===== src/rtl/dmem_initiator.sv =====
// Core-side initiator for a handshaked, variable-latency data memory.
// Turns LW/SW into req/ack transactions, stalls the core while busy and forms the write-back word.
module dmem_initiator #(
    parameter int unsigned DATA_W  = 32,
    parameter int unsigned TIMEOUT = 255
) (
    input  logic              CLK,
    input  logic              RST,
    input  logic              InsValid,
    input  logic [31:0]       Ins,
    input  logic [DATA_W-1:0] Result,
    input  logic [DATA_W-1:0] Rdata2,
    input  logic [DATA_W-1:0] nextPC,
    output logic              Stall,
    output logic [DATA_W-1:0] Wdata,
    output logic              WdataValid,
    output logic              MemReq,
    output logic              MemWe,
    output logic [DATA_W-1:0] MemAddr,
    output logic [DATA_W-1:0] MemWdata,
    input  logic              MemAck,
    input  logic [DATA_W-1:0] MemRdata,
    output logic              MemTimeout
);

    localparam int unsigned CNT_W = 8;
    localparam logic [5:0]  OP_RTYPE   = 6'h00;
    localparam logic [5:0]  OP_JAL     = 6'h03;
    localparam logic [5:0]  OP_LW      = 6'h23;
    localparam logic [5:0]  OP_SW      = 6'h2B;
    localparam logic [5:0]  FUNCT_JALR = 6'h09;
    localparam logic [CNT_W-1:0] CNT_LIMIT = CNT_W'(TIMEOUT);

    typedef enum logic [1:0] {
        IDLE = 2'd0,
        REQ  = 2'd1,
        DONE = 2'd2
    } state_t;

    state_t            state, state_nxt;
    logic [CNT_W-1:0]  cnt, cnt_nxt, cnt_inc;
    logic [DATA_W-1:0] rdata_q, rdata_nxt;
    logic [DATA_W-1:0] addr_nxt, wdata_nxt;
    logic              we_nxt, req_nxt, tout_nxt;

    logic [5:0] opcode;
    logic [5:0] funct;
    logic       is_mem;
    logic       is_link;
    logic       unused_ins;

    assign opcode     = Ins[31:26];
    assign funct      = Ins[5:0];
    assign unused_ins = ^Ins[25:6];
    assign is_mem     = (opcode == OP_LW) || (opcode == OP_SW);
    assign is_link    = (opcode == OP_JAL) || ((opcode == OP_RTYPE) && (funct == FUNCT_JALR));
    assign cnt_inc    = cnt + CNT_W'(1);

    // State and registered datapath; reset clears everything, including an in-flight request.
    always_ff @(posedge CLK or posedge RST) begin
        if (RST) begin
            state      <= IDLE;
            cnt        <= '0;
            rdata_q    <= '0;
            MemReq     <= 1'b0;
            MemWe      <= 1'b0;
            MemAddr    <= '0;
            MemWdata   <= '0;
            MemTimeout <= 1'b0;
        end else begin
            state      <= state_nxt;
            cnt        <= cnt_nxt;
            rdata_q    <= rdata_nxt;
            MemReq     <= req_nxt;
            MemWe      <= we_nxt;
            MemAddr    <= addr_nxt;
            MemWdata   <= wdata_nxt;
            MemTimeout <= tout_nxt;
        end
    end

    // Next-state, register updates and the combinational core-facing outputs.
    always_comb begin
        state_nxt  = state;
        cnt_nxt    = cnt;
        rdata_nxt  = rdata_q;
        req_nxt    = MemReq;
        we_nxt     = MemWe;
        addr_nxt   = MemAddr;
        wdata_nxt  = MemWdata;
        tout_nxt   = MemTimeout;
        Stall      = 1'b0;
        Wdata      = Result;
        WdataValid = 1'b0;

        case (state)
            IDLE: begin
                if (InsValid && is_mem) begin
                    addr_nxt  = Result;
                    wdata_nxt = Rdata2;
                    we_nxt    = (opcode == OP_SW);
                    cnt_nxt   = '0;
                    req_nxt   = 1'b1;
                    Stall     = 1'b1;
                    state_nxt = REQ;
                end else begin
                    Wdata      = is_link ? nextPC : Result;
                    WdataValid = InsValid;
                end
            end
            REQ: begin
                Stall = 1'b1;
                // An ack landing on the final allowed cycle still counts as success.
                if (MemAck) begin
                    if (!MemWe) begin
                        rdata_nxt = MemRdata;
                    end
                    req_nxt   = 1'b0;
                    state_nxt = DONE;
                end else begin
                    cnt_nxt = cnt_inc;
                    if (cnt_inc == CNT_LIMIT) begin
                        tout_nxt  = 1'b1;
                        rdata_nxt = '0;
                        req_nxt   = 1'b0;
                        state_nxt = DONE;
                    end
                end
            end
            DONE: begin
                WdataValid = InsValid;
                Wdata      = MemWe ? Result : rdata_q;
                state_nxt  = IDLE;
            end
            default: begin
                req_nxt   = 1'b0;
                state_nxt = IDLE;
            end
        endcase
    end

endmodule


===== config.mk =====
export PLATFORM = sky130hd
export DESIGN_NAME = dmem_initiator
export DESIGN_NICKNAME = d
export VERILOG_FILES = /design/src/rtl/dmem_initiator.sv
export SDC_FILE = /design/constraint.sdc
export NUM_CORES = 1
export LEC_CHECK = 0
export ABC_AREA = 0
export CAP_MARGIN = 20
export CORE_ASPECT_RATIO = 1.75
export CORE_MARGIN = 2
export CORE_UTILIZATION = 41
export DETAILED_ROUTE_END_ITERATION = 10
export PLACE_DENSITY = 0.82
export SETUP_SLACK_MARGIN = 0.3
export SLEW_MARGIN = 20
export SYNTH_ARGS = -nofsm -noshare
export SYNTH_HDL_FRONTEND = slang
export SYNTH_SLANG_ARGS = --single-unit
export TNS_END_PERCENT = 30

===== constraint.sdc =====
create_clock -name CLK -period 3.95 [get_ports CLK]
set_input_delay 0.79 -clock CLK [delete_from_list [all_inputs] [get_ports CLK]]
set_output_delay 0.79 -clock CLK [all_outputs]
set_load 0.05 [all_outputs]

After elaboration in Yosys (flattened, before gate mapping)
Cells that the tools add are included.

Add/subtract/negate cells: 1. Equality and inequality tests: 11. Muxes and demuxes: 22. Bitwise operators: 2. Reductions and logical operators: 14.

Operators with widths (count): 32-bit two-way mux (6); 32-bit one-hot mux with 2 select lines (1); 8-bit two-way mux (2); 8-bit one-hot mux with 2 select lines (1); 6-bit == test (second input constant) (2); 3-bit AND reduction (4); 8-bit by 1-bit adder with 8-bit output (second input constant) (1); 8-bit == test (second input constant) (1); 6-bit by 2-bit == test with 1-bit output (second input constant) (1); 6-bit by 4-bit == test with 1-bit output (second input constant) (1); 6-bit zero test (1); 2-bit two-way mux (3); 2-bit != test (second input constant) (3); 1-bit two-way mux (5); 1-bit one-hot mux with 2 select lines (2); 2-bit one-hot mux with 2 select lines (1); 2-bit AND reduction (2); 2-bit nonzero test (2); 3-bit != test (second input constant) (1); 1-bit one-hot mux with 3 select lines (1); 2-bit by 1-bit == test with 1-bit output (second input constant) (1); 2-bit == test (second input constant) (1); 1-bit logical AND (2); 2-bit zero test (1); other kinds (2) (4).

Bits in registers: 109. Input bits: 164. Output and inout bits: 101. Word-level logic and storage cells: 58.

Longest topological paths before layout
Gate-level depths: netlist of the first run.

Depth in word-level cells: 6. Gate-level depth with buffers: 7. Gate-level depth less buffers: 6.

Worst setup path before layout of the first run
No wires, ideal clock.

Path type: input-to-output. Start: input port Ins[27]. End: output port WdataValid. Data arrival time: 2.202 ns. Required time: 3.160 ns. Slack: 0.958 ns. Stages on the path: 3. Path buffers: 1. Cell sequence: and2_0 clkbuf_1 a21boi_0.

Longest elaborated chain between the ends: 5. Elaborated cells on any way between the ends: 6. Those cells by class: 2 x eq/ne; 2 x mux; 2 x reduce/logical.

Ends and longest elaborated chain: start, declared (line 10) `input logic [31:0] Ins,`; 6-bit == test (line 55) `assign is_mem = (opcode == OP_LW) || (opcode == OP_SW);`; 1-bit logical OR * (line 55); 1-bit logical AND * (line 98) `if (InsValid && is_mem) begin`; 1-bit two-way mux * (line 98); 1-bit one-hot mux with 2 select lines * (line 96) `case (state)`; end, declared (line 16) `output logic WdataValid,`.

Every way passes the cells marked *; elsewhere a longest branch is shown, timed or not.

Worst setup path after layout of the first run
Start: input port Ins[28]. End: output port Wdata[5].

Longest elaborated chain between the ends: 6. Elaborated cells on any way between the ends: 11. Those cells by class: 3 x eq/ne; 3 x mux; 5 x reduce/logical.

Ends and longest elaborated chain: 6-bit zero test (line 56) `assign is_link = (opcode == OP_JAL) || ((opcode == OP_RTYPE) && (funct == FUNCT_JALR));`; 1-bit logical AND (line 56); 1-bit logical OR (line 56); 32-bit two-way mux (line 107) `Wdata = is_link ? nextPC : Result;`; 32-bit two-way mux * (line 98); 32-bit one-hot mux with 2 select lines * (line 96); end, declared (line 15) `output logic [DATA_W-1:0] Wdata,`.

Marked as above.

==> results.cfg, run 1 <==
[hold_path]
hold_path.class = flip-flop to flip-flop
holdCritStartpoint = MemTimeout

[clock_tree]
cts_setup_buffers = 0
cts.hold.buffers_added = 0
post_cts_resized = 0
clock-root-buffer = sky130_fd_sc_hd__clkbuf_16
cts-htree-levels = 3
cts_inserted_buffers = 9
clock-sinks = 109
clk_latency_worst_skew_pair_ps = 340
cts.clk_slew.worst_paths_ps = 70
clock_tree_from_tritoncts = yes
ctsLongestPathBuffers = 2

[synthesis]
async_flop_share_pct = 100
synth_edf_count = 0
synth_top_family_by_area = multiplexers
mappedNetlistArea_mm2 = 0.00533
synthesized_area_fraction_occupied_by_adder_cells_pct = 0.469
synthesis.area_per_instance_um2 = 11.7
ys_dominant_reg_cell = sky130_fd_sc_hd__dfrtp_1
synth_simple_gate_area_share_pct = 6.48
yosys.cell_types.count = 52
synth-warning-count = 0
syn_inst = 454
yosys-mux-area-fraction_pct = 19.7
yosys.area_share.xor_xnor_pct = 0.164
yosysSeqAreaShare_pct = 51.2
synth_compound_area_share_pct = 17.1
syn-num-nets = 620
synth-seq-cells = 109

[setup_path]
timing.critical_path.to_type = output pin
worst-endpoint-arrival_ps = 2710
worstSetupStartpoint = Ins[28]
critPathRequiredTime_ps = 3160
critPathKind = primary input to output pin
reg2reg_launch_point = cnt[0]
timing.critical_path.slowest_cell_delay_ps = 470
cp_slowest_cell = sky130_fd_sc_hd__clkdlybuf4s50_1
critical_path.cell_chain = clkdlybuf4s50_1 -> nor4_2 -> nor3b_4 -> buf_4 -> a32oi_1 -> nand2_1 -> buf_12
critical_path.max_fanout = 22
cp-start-kind = primary input

[floorplanning]
die_width_um = 90.2
initial_standard_cell_utilization_of_the_core_pct = 41.6
rows = 55
die_height_um = 155
core_area_mm2 = 0.0128
design.die.area_mm2 = 0.0140
top_level_ports = 265

[routing]
route.detailed.vias_per_inst = 5.53
dr_iter_0_viols = 173
detail_route.wl_per_cell_um = 19.8
antenna_violating_nets_post_route = 0
drc = 0
postRouteWirelength_um = 17000
vias = 4747
firstDrtPassIters = 4

[global_route]
initial_antenna_violation_count = 0
grt.total_usage_pct = 24.0
grt_first_pass_wirelength_um = 26800
pin_count_of_the_biggest_net_entering_global_routing = 69
grt_pass1_vias = 5236
residual_overflow_from_global_routing = 0

[sta]
tns_ps = 0
worst_slew_pin_slew_ps = 980
grt_setup_unrepaired = no
final.hold.worst_slack_ps = 480
clock-skew-final_ps = 7.95
worst_slew_margin_rel_pct = 34.6
report.final.setup_viol = 0
hold_violations = 0
maxClockFrequency_mhz = 286
final.min_clock_period_ps = 3500
final_critical_path_setup_slack_ps = 448
min_period_over_period_pct = 88.6
final_max_slew_viol_count = 0

[power_and_ir_drop]
cellLeakagePower_nw = 3.57
ir_drop_uv = 323
power_density_mw_per_mm2 = 560

[run]
cap_violations = 0

[layout]
antenna_cells_inserted = 0
number_of_nets_in_the_layout = 848
num-fill-cells = 955
post_route_cells_drive_above_1_share_pct = 21.3
mostFrequentLayoutCells = 211 x sky130_fd_sc_hd__clkdlybuf4s50_1, 109 x sky130_fd_sc_hd__dfrtp_1, 59 x sky130_fd_sc_hd__mux2_2
most_common_library_cell_in_the_layout_ignoring_fill_and_taps = sky130_fd_sc_hd__clkdlybuf4s50_1
area_growth_pct = 61.4
sequential_cell_area_mm2 = 0.00273
multiInputGateArea_mm2 = 0.00239

[placement]
dp_slack_ps = 353
io_buffer_count = 244
hpwl_um = 12700
routabilityCongestion = 0.866

[status]
result_of_the_run = finished, final reports clean
flip-flops by register name, indices dropped and copies added, names as in the netlist:
signal / cells
rdata_q: 32
MemTimeout: 1
MemWdata: 32
state: 2
MemAddr: 32
MemReq: 1
MemWe: 1
cnt: 8
critical path, delay by kind of cell:
kind | cells | cell delay, ps
compound gates | 1 | 160
simple gates | 3 | 800
buf+inv | 3 | 940
cell families after synthesis:
logic type / count (synthesis)
buf+inv: 45
simple gates: 65
mux: 97
xor+xnor: 1
flops: 109
compound gates: 135
fa+ha+maj: 2
metrics by stage:
step | area [um2] | util, % | instances | power [mW]
global placement | 8240 | 64.4 | 841 | 3.78
detailed placement | 8240 | 64.4 | 841 | 3.86
global route | 8600 | 67.2 | 858 | 5.03
CTS | 8570 | 66.9 | 857 | 4.85
finish | 8600 | 67.2 | 858 | 4.82
floorplan | 5330 | - | 454 | 2.95
final cells by class:
cell class              instances  area share [%]
clock buffers                   9            2.62
flip-flops and latches        109            31.7
repair buffers                258            34.0
clock inverters                 7            1.13
well taps                     171            2.49
inverters                       4           0.218
multi-input cells             300            27.8
cell usage after synthesis, drive strengths merged (2+ instances only):
library cell    n  share of area (%)
nand2          38                2.7
ha              2               0.47
o41ai           2               0.33
buf            23                3.3
nor2b           2               0.23
a32oi          32                5.3
dfrtp         109                 51
mux2           65                 14
a41oi           2               0.33
and3            2               0.26
a21o            2               0.31
a311oi          2               0.33
a21boi          2               0.28
nor4b           3               0.77
nor2            2               0.14
a21oi          38                4.5
inv             4               0.28
mux2i          32                6.0
clkbuf         18                1.3
and2            2               0.23
o21ai          45                4.2
nand3           6               0.66
a31oi           4               0.59
nor3b           3               0.52
routing by layer:
metal	vias to the layer above	share of wire, %	global-route usage, %
li1	2150	-	-
met1	2333	36	25.9
met2	215	54	43.8
met3	49	6.5	5.89
met4	0	4.2	11.4
met5	-	0	0
report_power, final:
group	leakage [nW]	switching, mW	internal [mW]
clock	0.158	0.425	0.561
sequential	1.40	0.236	1.46
combinational	2.02	1.26	0.877
final timing paths:
check | end | slack [ps] | cells after the start
worst max-delay path | Wdata[5] | 450 | 7
worst min-delay path | MemTimeout | 480 | 1
worst max register to register | rdata_q[17] | 1640 | 6
worst min register to register | MemTimeout | 480 | 1
max in group asynchronous | rdata_q[27] | 1970 | 3
min in group asynchronous | MemWdata[12] | 920 | 2
Power figures use the tool's default switching activity.
==> run 2, diff against run 1 <==
- CAP_MARGIN: 20 -> unset
- MAX_ROUTING_LAYER: unset -> met4
==> run 2 against run 1 <==
First-iteration DRC count grew 39%. Final area is essentially flat. Clock skew shrank 0.72 ps. Non-clock buffer count is the same.
==> results.cfg, run 2 (synthesized netlist as in run 1, its figures left out) <==
[status]
result_of_the_run = finished, final reports clean

[setup_path]
critical_path.max_fanout = 22
worst-endpoint-arrival_ps = 2740
critPathKind = primary input to output pin
cp-start-kind = primary input
worstRegToRegCells = 6
cp_slowest_cell = sky130_fd_sc_hd__clkdlybuf4s50_1
cp_top_family = buffers and inverters
critPathRequiredTime_ps = 3160
ff2ff_setup_slack_ps = 1720
reg2reg_launch_point = cnt[0]
crit_buf_inv = 3
timing.critical_path.slowest_cell_delay_ps = 470
critical_path.cell_chain = clkdlybuf4s50_1 -> nor4_2 -> nor3b_4 -> buf_4 -> a32oi_1 -> nand2_1 -> buf_12
timing.critical_path.to_type = output pin
crit-reg2reg-capture = rdata_q[9]

[clock_tree]
clk_latency_worst_skew_pair_ps = 340
clock-root-buffer = sky130_fd_sc_hd__clkbuf_16
cts_setup_buffers = 0
cts-htree-levels = 3
clock-sinks = 109
cts.clk_slew.worst_paths_ps = 70
clock_tree_from_tritoncts = yes
cts_inserted_buffers = 9
ctsLongestPathBuffers = 2

[run]
cap_violations = 0

[global_route]
grt.total_usage_pct = 25.3
grt_first_pass_wirelength_um = 27300
pin_count_of_the_biggest_net_entering_global_routing = 69
grt_pass1_vias = 5211
residual_overflow_from_global_routing = 0
initial_antenna_violation_count = 1

[power_and_ir_drop]
power_density_mw_per_mm2 = 554
p_sw_share_pct = 40.5
power.combinational.fraction_pct = 44.8
power.internal_mw = 2.83
netSwitchingPower_mw = 1.93
ir_drop_uv = 309
seq_power_share_pct = 35.7
p_clk_share_pct = 19.4
cellLeakagePower_nw = 3.56

[sta]
final_max_slew_viol_count = 0
final.hold.worst_slack_ps = 480
final_critical_path_setup_slack_ps = 425
hold_violations = 0
worst_slew_pin_slew_ps = 1010
final.min_clock_period_ps = 3530
min_period_over_period_pct = 89.3
clock-skew-final_ps = 7.23
grt_setup_unrepaired = no
tns_ps = 0
worst_slew_margin_rel_pct = 33.0
maxClockFrequency_mhz = 284
report.final.setup_viol = 0

[placement]
dp_cells = 841
io_buffer_count = 244
postPlaceCellArea_mm2 = 0.00826
routabilityCongestion = 0.878
dp_slack_ps = 373
hpwl_um = 12900

[hold_path]
holdCritStartpoint = MemTimeout
hold_end = MemTimeout
hold_path.class = flip-flop to flip-flop
hold_path_depth = 1

[layout]
area_growth_pct = 61.2
finish.cell_count_without_fillers = 859
final_design_area_no_fill_mm2 = 0.00859
number_of_nets_in_the_layout = 848
post_route_cells_drive_above_1_share_pct = 21.3
mostFrequentLayoutCells = 211 x sky130_fd_sc_hd__clkdlybuf4s50_1, 109 x sky130_fd_sc_hd__dfrtp_1, 59 x sky130_fd_sc_hd__mux2_2
largest_registers = MemAddr: 32 flops, MemWdata: 32 flops, rdata_q: 32 flops
most_common_library_cell_in_the_layout_ignoring_fill_and_taps = sky130_fd_sc_hd__clkdlybuf4s50_1

[routing]
drc = 0
route.detailed.vias_per_inst = 5.53
dr_iter_0_viols = 240
vias = 4754
detail_route.wl_per_cell_um = 19.9
firstDrtPassIters = 4
antenna_violating_nets_post_route = 0
postRouteWirelength_um = 17100

[floorplanning]
rows = 55
design.die.area_mm2 = 0.0140
die_height_um = 155
initial_standard_cell_utilization_of_the_core_pct = 41.6
top_level_ports = 265
die_width_um = 90.2
core_area_mm2 = 0.0128
run 2: worst max path at each step:
stage / from / endpoint / slack (ps) / cells after the start
floorplan: Ins[27] / WdataValid / 960 / 3
global placement: Ins[28] / Wdata[9] / 430 / 7
detailed placement: Ins[28] / Wdata[9] / 370 / 7
CTS: Ins[28] / Wdata[3] / 330 / 7
global route: Ins[28] / Wdata[3] / 330 / 7
finish: Ins[28] / Wdata[3] / 420 / 7
run 2: final cells by class:
class,instances,area [um2]
inverter,4,18.8
fill,980,4210
timing repair buffer,258,2940
sequential,109,2730
antenna,1,2.50
clock buffer,9,225
clock inverter,7,75.1
multi-input combinational,300,2390
tap,171,214
run 2: worst register-to-register path: stages, from the launching register on:
cell                      delay, ps
sky130_fd_sc_hd__dfrtp_1        490
sky130_fd_sc_hd__ha_1           340
sky130_fd_sc_hd__nand2_1         90
sky130_fd_sc_hd__or3_1          380
sky130_fd_sc_hd__a21oi_4        440
sky130_fd_sc_hd__buf_12         230
sky130_fd_sc_hd__a21oi_1         90
run 2: repair_timing:
item                       in CTS  in global routing
resized for setup               0                  1
setup endpoints to repair       0                 22
hold buffers                    0                  0
run 2: metal layers:
layer / share of wire, % / up-vias / track usage, %
li1: - / 2136 / -
met2: 56 / 218 / 45.5
met5: 0 / - / -
met3: 5.2 / 39 / 4.97
met4: 3.5 / 0 / 10.3
met1: 35 / 2361 / 27.1
run 2: metrics by stage:
step | power (mW) | utilization, %
floorplan | 2.95 | -
global placement | 3.78 | 64.5
detailed placement | 3.86 | 64.5
CTS | 4.79 | 66.9
global route | 4.97 | 67.1
finish | 4.76 | 67.1
run 2: power groups by stage:
stage / sequential (mW) / combinational [mW] / clock, mW
2_1_floorplan: 2.24 / 0.707 / 0
3_3_place_gp: 1.70 / 2.09 / 0
3_5_place_dp: 1.72 / 2.14 / 0
4_1_cts: 1.70 / 2.15 / 0.939
5_1_grt: 1.74 / 2.24 / 0.986
6_report: 1.70 / 2.14 / 0.926
